**config.mk**
```make
export PLATFORM = sky130hd
export DESIGN_NAME = truth_table_scanner
export DESIGN_NICKNAME = d
export VERILOG_FILES = /design/src/rtl/truth_table_scanner_pkg.sv /design/src/rtl/truth_table_scanner_popcount16.sv /design/src/rtl/truth_table_scanner.sv
export SDC_FILE = /design/constraint.sdc
export NUM_CORES = 1
export LEC_CHECK = 0
export CAP_MARGIN = 20
export CORE_ASPECT_RATIO = 1.1
export CORE_MARGIN = 5
export CORE_UTILIZATION = 45
export DETAILED_ROUTE_END_ITERATION = 8
export GPL_ROUTABILITY_DRIVEN = 0
export PLACE_DENSITY_LB_ADDON = 0.12
export SETUP_SLACK_MARGIN = 0.5
export SYNTH_ARGS = -nofsm -noshare
export SYNTH_HDL_FRONTEND = slang
export SYNTH_HIERARCHICAL = 1
export SYNTH_SLANG_ARGS = --single-unit
```
**constraint.sdc**
```tcl
create_clock -name iClk -period 4.5 [get_ports iClk]
set_input_delay 0.9 -clock iClk [delete_from_list [all_inputs] [get_ports iClk]]
set_output_delay 0.9 -clock iClk [all_outputs]
set_load 0.03 [all_outputs]
```
**src/rtl/truth_table_scanner_pkg.sv**
```systemverilog
// Shared types and widths for the truth table scanner.
// Imported by the scanner top and its popcount helper.
package truth_table_scanner_pkg;

   localparam int VEC_W   = 4;
   localparam int TABLE_W = 16;
   localparam int CNT_W   = 5;

   typedef enum logic [1:0] {
      IDLE   = 2'd0,
      HOLD   = 2'd1,
      SAMPLE = 2'd2,
      FINISH = 2'd3
   } state_t;

endpackage

```
**src/rtl/truth_table_scanner_popcount16.sv**
```systemverilog
// Counts differing bits between two 16-bit tables.
// Five-bit result so a full inversion (16) fits.
module truth_table_scanner_popcount16
   import truth_table_scanner_pkg::*;
(
   input  logic [TABLE_W-1:0] a,
   input  logic [TABLE_W-1:0] b,
   output logic [CNT_W-1:0]   cnt
);

   // sum of the XOR bits
   always_comb begin
      cnt = '0;
      for (int i = 0; i < TABLE_W; i++) begin
         cnt = cnt + CNT_W'(a[i] ^ b[i]);
      end
   end

endmodule

```
**src/rtl/truth_table_scanner.sv**
```systemverilog
// Walks a 4-in/1-out function through all 16 vectors,
// records its truth table and compares it to EXPECTED.
module truth_table_scanner
   import truth_table_scanner_pkg::*;
#(
   parameter int                 SETTLE_CYCLES = 1,
   parameter logic [TABLE_W-1:0] EXPECTED      = 16'hADA7
) (
   input  logic               iClk,
   input  logic               iRst_n,
   input  logic               iStart,
   input  logic               iY,
   output logic               oA,
   output logic               oB,
   output logic               oC,
   output logic               oD,
   output logic               oBusy,
   output logic               oDone,
   output logic [TABLE_W-1:0] oTable,
   output logic               oMatch,
   output logic [CNT_W-1:0]   oErrCnt
);

   state_t             state;
   logic [VEC_W-1:0]   vec;
   logic [3:0]         settle;
   logic [CNT_W-1:0]   acc;
   logic [VEC_W-1:0]   drv;
   logic [TABLE_W-1:0] tbl_next;
   logic [CNT_W-1:0]   acc_next;
   logic [CNT_W-1:0]   pop;
   logic               miss;

   assign {oA, oB, oC, oD} = drv;

   assign miss     = iY ^ EXPECTED[vec];
   assign acc_next = acc + CNT_W'(miss);

   // table as it will look after the current sample lands
   always_comb begin
      tbl_next      = oTable;
      tbl_next[vec] = iY;
   end

   truth_table_scanner_popcount16 u_pop (
      .a   (tbl_next),
      .b   (EXPECTED),
      .cnt (pop)
   );

   // scan FSM with vector/settle counters and registered outputs
   always_ff @(posedge iClk or negedge iRst_n) begin
      if (!iRst_n) begin
         state   <= IDLE;
         vec     <= '0;
         settle  <= '0;
         acc     <= '0;
         drv     <= '0;
         oBusy   <= 1'b0;
         oDone   <= 1'b0;
         oTable  <= '0;
         oMatch  <= 1'b0;
         oErrCnt <= '0;
      end else begin
         oDone <= 1'b0;
         unique case (state)
            IDLE: begin
               drv <= '0;
               if (iStart) begin
                  state   <= HOLD;
                  vec     <= '0;
                  settle  <= '0;
                  acc     <= '0;
                  oBusy   <= 1'b1;
                  oTable  <= '0;
                  oMatch  <= 1'b0;
                  oErrCnt <= '0;
               end
            end
            HOLD: begin
               settle <= settle + 4'd1;
               if (settle == 4'(SETTLE_CYCLES)) begin
                  state <= SAMPLE;
               end
            end
            SAMPLE: begin
               oTable <= tbl_next;
               acc    <= acc_next;
               if (vec == 4'd15) begin
                  state   <= FINISH;
                  oBusy   <= 1'b0;
                  oDone   <= 1'b1;
                  drv     <= '0;
                  oMatch  <= (tbl_next == EXPECTED);
                  oErrCnt <= acc_next;
                  assert (pop == acc_next);
               end else begin
                  state  <= HOLD;
                  vec    <= vec + 4'd1;
                  settle <= '0;
                  drv    <= vec + 4'd1;
               end
            end
            FINISH: begin
               state <= IDLE;
            end
            default: begin
               state <= IDLE;
            end
         endcase
      end
   end

endmodule
```
==> out/qor.csv <==
metric,value,unit
number of DRC markers after the initial detailed-route iteration,197,
share of Yosys cell area claimed by the top area cell type,0.455,
global-route total usage across every layer,0.182,
deepest level of the CTS H-tree,2,
"Warnings, synthesis",6,
routed len/inst,16.5,um
Max-slew headroom,0.313,
most prevalent standard cell on the critical path,sky130_fd_sc_hd__ha_1,
share of the yosys chip area belonging to registers,0.455,
sum of overflow across all layers after global routing,0,
R2R Setup Slk,1.79,ns
Hold/Removal Path Class,reg -> reg,
final count of pins violating max slew,0,
leading register cell type out of synthesis,sky130_fd_sc_hd__dfrtp_1,
part of the cycle the worst path needs,0.603,
Post CTS Setup Buffer Count,0,
Crit Path Class,reg -> reg,
outcome,"finished, final reports clean",
power dissipated by switching net loads,493,uW
Reg2Reg Launch Point,vec[1]$_DFFE_PN0P_,
number of nets in the synthesized netlist,277,
number of optimization iterations in the first detailed-route pass,4,
number of cells traversed by the worst register-to-register path,12,
number of hold-slack violations in the final timing report,0,
CTS Root Cell,sky130_fd_sc_hd__clkbuf_8,
top-level port count,32,
pwr dens,451,nW/um^2
DRC violation count after routing,0,
worst stage delay on the critical path,0.45,ns
count of cell types in the netlist,41,
CTS clock-pin slew for the worst setup and hold paths,0.08,ns
cells after synthesis,263,
Int Power,751,uW
post-synthesis cell area,2360,um^2
Placed Area,2660,um^2
slew at the pin with the worst max-slew slack,1.03,ns
post-layout instance area,2760,um^2
RR Endpoint,acc[4]$_DFFE_PN0P_,
CTS Hold Buffers Added,0,
worst clock skew,0.00718,ns
via count of the first global-routing pass,1930,
average size of a mapped cell,8.99,um^2
Buffers on Ports,31,
final net count,298,
Area growth syn-to-layout,16.7,%
Clk pwr share,0.233,
CP arrival,2.86,ns
upper clock frequency limit,369,MHz
number of synthesized flops with an enable pin,0,
clock tree from TritonCTS,built,
net switching share of the total power,0.396,
number of rows in the core area,27,
HPWL reported at the end of detailed placement,3.80,mm
number of clock buffers inserted by TritonCTS,5,
Hold Crit Endpoint,oErrCnt[4]$_DFFE_PN0P_,
top cell family by delay on the critical path,adder cells,
element type at the critical path end,flip-flop,
antenna cell count,0,
count of cells along the worst hold path,2,
pin count of the biggest net entering global routing,44,
total number of vias,1985,
cell-by-cell trace of the critical path,inv_1 > ha_1 > mux2i_1 > nor2_1 > a21oi_1 > xor2_1 > ha_1 > ha_1 > nand3_1 > a21o_1 > nand2_1 > o31ai_1,
Routed Antenna Nets,0,
setup repair after global routing missed its margin,false,
wire length after detailed routing,5.65,mm
number of gates resized after CTS,0,
crit path max fanout,15,
combinational cell fraction of total power,0.356,
leading cell types by total area after synthesis,"sky130_fd_sc_hd__dfrtp_1 46%, sky130_fd_sc_hd__o21ai_0 8.9%, sky130_fd_sc_hd__a21oi_1 5.9%, sky130_fd_sc_hd__ha_1 5.3%, sky130_fd_sc_hd__nand2_1 5.2%",
maximum buffer depth of the clock tree,2,
crit path buf inv count,1,
final worst path period need,2.71,ns
number of flip-flops and latches in the synthesized netlist,43,
crit path launch type,flip-flop,
start point of the worst hold path,oErrCnt[4]$_DFFE_PN0P_,
routed vias/inst,5.80,
die width,79.1,um
Skew-Pair Late Insertion Delay,0.29,ns
initial antenna violation count,0,
worst voltage drop across the vdd grid,0.309,mV
ratio of cells with drive above 1 in the final layout,0.0493,
final setup vio count,0,
starting density of the core,0.466,
number of max-cap violations,0,
global-route wire length before repair,9.94,mm
post-synthesis cell type with the largest combined area,sky130_fd_sc_hd__dfrtp_1,
setup tns final,0,ns
placeable core area,5070,um^2
worst hold slack across all endpoints,0.481,ns
register share of total power,0.411,
total number of clock tree sinks,43,
"Slowest-stage cell, CP",sky130_fd_sc_hd__dfrtp_1,
die height,86.0,um
static power due to leakage,0.00122,uW
ys async rst share,1.00,
"Req. time, crit path",4.65,ns
Die ar.,6800,um^2
==> cells in the final DEF (no fill, tap or decap), types with 5 or more instances in the layout <==
master and count:
sky130_fd_sc_hd__xor2_1 6, sky130_fd_sc_hd__o31ai_1 6, sky130_fd_sc_hd__nand3_1 8, sky130_fd_sc_hd__nor2b_1 5
sky130_fd_sc_hd__clkdlybuf4s50_1 30, sky130_fd_sc_hd__dfrtp_1 43, sky130_fd_sc_hd__o21ai_0 42, sky130_fd_sc_hd__inv_1 7
sky130_fd_sc_hd__nand2_1 33, sky130_fd_sc_hd__clkbuf_8 5, sky130_fd_sc_hd__nor2_1 13, sky130_fd_sc_hd__a21oi_1 28
sky130_fd_sc_hd__a21o_1 6, sky130_fd_sc_hd__ha_1 10
==> power groups by stage <==
stage               Combinational (uW)  Sequential [uW]  Clock, uW
floorplan                          315              518          0
global placement                   432              518          0
detailed placement                 437              517          0
CTS                                440              511        297
global route                       503              525        316
finish                             443              511        290
==> synthesized netlist by cell type, types with 2 or more instances <==
library cell / count
sky130_fd_sc_hd__nand2b_1: 4
sky130_fd_sc_hd__xnor2_1: 2
sky130_fd_sc_hd__nor4_1: 2
sky130_fd_sc_hd__inv_1: 7
sky130_fd_sc_hd__a31oi_1: 4
sky130_fd_sc_hd__o31ai_1: 6
sky130_fd_sc_hd__o21ai_0: 42
sky130_fd_sc_hd__dfrtp_1: 43
sky130_fd_sc_hd__nand2_1: 33
sky130_fd_sc_hd__a22o_1: 4
sky130_fd_sc_hd__clkbuf_1: 6
sky130_fd_sc_hd__nor2b_1: 5
sky130_fd_sc_hd__o31ai_2: 2
sky130_fd_sc_hd__a21o_1: 6
sky130_fd_sc_hd__a21oi_1: 28
sky130_fd_sc_hd__xor2_1: 6
sky130_fd_sc_hd__nor2_1: 13
sky130_fd_sc_hd__buf_2: 8
sky130_fd_sc_hd__nor3b_1: 2
sky130_fd_sc_hd__nor3_1: 2
sky130_fd_sc_hd__nand3_1: 8
sky130_fd_sc_hd__buf_4: 2
sky130_fd_sc_hd__ha_1: 10
==> registers in the layout, indices dropped and copies added (netlist names) <==
register	flops
oDone	1
state	2
oTable	16
drv	4
acc	5
vec	4
oMatch	1
oErrCnt	5
settle	4
oBusy	1
==> cell families after synthesis <==
| group | after synthesis | synth area share |
|---|---|---|
| multiplexers | 1 | 0.00424 |
| AO/OA/AOI/OAI | 98 | 0.244 |
| buffers and inverters | 24 | 0.0487 |
| flip-flops | 43 | 0.455 |
| AND/OR/NAND/NOR | 79 | 0.165 |
| adder cells (fa/ha/maj) | 10 | 0.0529 |
| XOR/XNOR | 8 | 0.0296 |
==> worst max-delay path by stage <==
| stage | startpoint | end | slack (ns) | depth (start not counted) |
|---|---|---|---|---|
| final | vec[1]$_DFFE_PN0P_ | acc[4]$_DFFE_PN0P_ | 1.79 | 12 |
| after global routing | vec[1]$_DFFE_PN0P_ | acc[4]$_DFFE_PN0P_ | 1.54 | 12 |
| after CTS | vec[1]$_DFFE_PN0P_ | acc[4]$_DFFE_PN0P_ | 1.80 | 12 |
| after detailed placement | iY | acc[4]$_DFFE_PN0P_ | 1.68 | 8 |
| after global placement | iY | acc[4]$_DFFE_PN0P_ | 1.75 | 8 |
| after floorplan | vec[1]$_DFFE_PN0P_ | oErrCnt[4]$_DFFE_PN0P_ | 2.24 | 12 |
==> area by class of cell <==
| type | instances | area [um^2] |
|---|---|---|
| clock inverter | 1 | 30.0 |
| multi-input combinational | 196 | 1180 |
| sequential | 43 | 1080 |
| tap | 58 | 72.6 |
| inverter | 7 | 26.3 |
| clock buffer | 6 | 72.6 |
| timing repair buffer | 31 | 305 |
| fill | 460 | 2310 |
==> through the flow <==
step                      instances  utilization  setup WS [ns]  power (uW)
final                           342        0.544           1.79        1240
after global routing            342        0.544           1.54        1340
after CTS                       342        0.544           1.80        1250
after detailed placement        335        0.524           1.68         954
after global placement          335        0.524           1.75         950
after floorplan                 263            -           2.24         833
==> routing by layer <==
metal  global-route usage  wire length (um)  vias up
met3               0.0368               289        7
met1                0.268              2720      953
met2                0.270              2580       62
met5                    0                 0        -
li1                     -                 -      963
met4               0.0547                71        0
==> worst reg2reg max path, delay by kind of cell (launching register included) <==
family | cells | cell delay (ns)
adder cells (fa/ha/maj) | 3 | 0.81
AO/OA/AOI/OAI | 3 | 0.50
flip-flops | 1 | 0.45
AND/OR/NAND/NOR | 3 | 0.27
multiplexers | 1 | 0.23
XOR/XNOR | 1 | 0.19
buffers and inverters | 1 | 0.10
Note: power is estimated with default switching activity, not from simulation.
==> RTL edit, RTL diff (same settings) <==
The 4 states of `state_t` get a Gray code encoding in 2 bits.
--- a/src/rtl/truth_table_scanner_pkg.sv
+++ b/src/rtl/truth_table_scanner_pkg.sv
@@ -9,6 +9,6 @@
    typedef enum logic [1:0] {
-      IDLE   = 2'd0,
-      HOLD   = 2'd1,
-      SAMPLE = 2'd2,
-      FINISH = 2'd3
+      IDLE   = 2'b00,
+      HOLD   = 2'b01,
+      SAMPLE = 2'b11,
+      FINISH = 2'b10
    } state_t;
Formal check against the unedited RTL: no difference found for any inputs over 10 cycles, from zero or initial values and one cycle with iRst_n low; not proved beyond that.
==> RTL edit against the unedited design <==
- count of clock-buffer cells in the layout unchanged
- synthesized area grew 2.1%
- hold slack got worse by 0.0030 ns
- critical path depth fell by 2
- utilization fell by 1.4 points
- wire length shrank 5.6%
- non-clock buffer count up 1
- final area rose by 1.7%
- power increased by 15%
- sequential cell count did not move
- first-iteration DRC count decreased by 10%
- via count is 3.3% lower
- clock power shrank 21%
- worst setup slack improved by 0.039 ns
- critical path type unchanged
- critical endpoint is now oErrCnt[2]$_DFFE_PN0P_
==> RTL edit: results <==
logic_synthesis:
  yosysUniqueCellTypes: 42
  synth-xor-area-share_pct: 1.81
  synthMuxAreaShare_pct: 4.25
  ys_top_cells_by_area: "dfrtp_1 45%, ha_1 6.7%, nand2_1 6.7%, o21ai_0 6.6%, a21oi_1 3.9%"
  synth_compound_area_share_pct: 19.9
  synth_fa_ha_area_share_pct: 6.74
  seq_area_frac_synth_pct: 44.6
  netlist_instances: 259
pwr:
  p_int_uw: 798
  vdd_ir_drop_max_v: 0.000290
  p_leak_nw: 1.22
worst_setup_path:
  crit_path_max_fanout: 13
  r2r_setup_slack_ns: 1.83
outcome:
  status: "complete, no violations"
placed_design:
  dp_cells: 352
  dp_hpwl_um: 3670
  dp_slack_ns: 1.53
routing:
  routed_wl_um: 5340
  route.vias.total: 1919
  wl_per_cell_um: 14.9
timing:
  tightest_slew_ns: 0.960
  fmax_mhz: 374
  finClkSkew_ns: 0.00652
grt:
  grt_pass1_wl_um: 9400
finish:
  drive_above_1_share_pct: 4.59
  nets: 301
## RTL edit: cell types whose count changed after synthesis, moves of 6 or more
| cell | unedited run | this run |
|---|---|---|
| mux2i_1 | 1 | 8 |
| nand2_1 | 33 | 43 |
| o21ai_0 | 42 | 32 |
| nor2_1 | 13 | 7 |
| buf_2 | 8 | 1 |
| a21oi_1 | 28 | 19 |
## RTL edit: cell families (layout without fill, tap and decap cells)
kind of cell             after synthesis  after routing
AND/OR/NAND/NOR                       85             85
AO/OA/AOI/OAI                         78             78
flip-flops                            43             43
buffers and inverters                 25             49
adder cells (fa/ha/maj)               13             13
multiplexers                          10             10
XOR/XNOR                               5              5
## RTL edit: power by group through the flow
| stage | logic (mW) | registers [mW] | clock network (mW) |
|---|---|---|---|
| 2_1_floorplan | 0.444 | 0.567 | 0 |
| 5_1_grt | 0.760 | 0.539 | 0.258 |
| 4_1_cts | 0.679 | 0.525 | 0.239 |
| 3_5_place_dp | 0.674 | 0.532 | 0 |
| 3_3_place_gp | 0.671 | 0.530 | 0 |
| 6_report | 0.676 | 0.525 | 0.230 |
## RTL edit: layout make-up
class / instances / area [sq um]
sequential: 43 / 1080
clock buffer: 6 / 72.6
fill: 508 / 2480
inverter: 11 / 41.3
tap: 75 / 93.8
timing repair buffer: 32 / 313
multi-input combinational: 191 / 1210
## RTL edit: layer usage
| layer | vias to the layer above | track usage [%] | part of all wire (%) | wire (um) |
|---|---|---|---|---|
| li1 | 957 | - | - | - |
| met5 | - | 0 | 0 | 0 |
| met2 | 32 | 27.3 | 47 | 2510 |
| met1 | 926 | 24.0 | 49 | 2600 |
| met3 | 4 | 4.68 | 3.2 | 171 |
| met4 | 0 | 5.99 | 1.1 | 61 |
## RTL edit: worst paths after layout
| path | depth (start not counted) | startpoint | endpoint |
|---|---|---|---|
| max | 10 | vec[0]$_DFFE_PN0P_ | oErrCnt[2]$_DFFE_PN0P_ |
| min | 1 | drv[3]$_DFFE_PN0P_ | drv[3]$_DFFE_PN0P_ |
| max reg2reg | 10 | vec[0]$_DFFE_PN0P_ | oErrCnt[2]$_DFFE_PN0P_ |
| min reg2reg | 1 | drv[3]$_DFFE_PN0P_ | drv[3]$_DFFE_PN0P_ |
| max in group asynchronous | 1 | iRst_n | oTable[8]$_DFFE_PN0P_ |
| min in group asynchronous | 1 | iRst_n | settle[2]$_DFFE_PN0P_ |
## RTL edit: per-stage QoR
stage / hold slack (ns) / utilization [%] / cell area (sq um) / total power, mW
3_3_place_gp: 0.467 / 51.7 / 2730 / 1.20
3_5_place_dp: 0.469 / 51.7 / 2730 / 1.21
2_1_floorplan: 0.470 / - / 2410 / 1.01
4_1_cts: 0.487 / 53.0 / 2810 / 1.44
6_report: 0.479 / 53.0 / 2810 / 1.43
5_1_grt: 0.510 / 53.0 / 2810 / 1.56
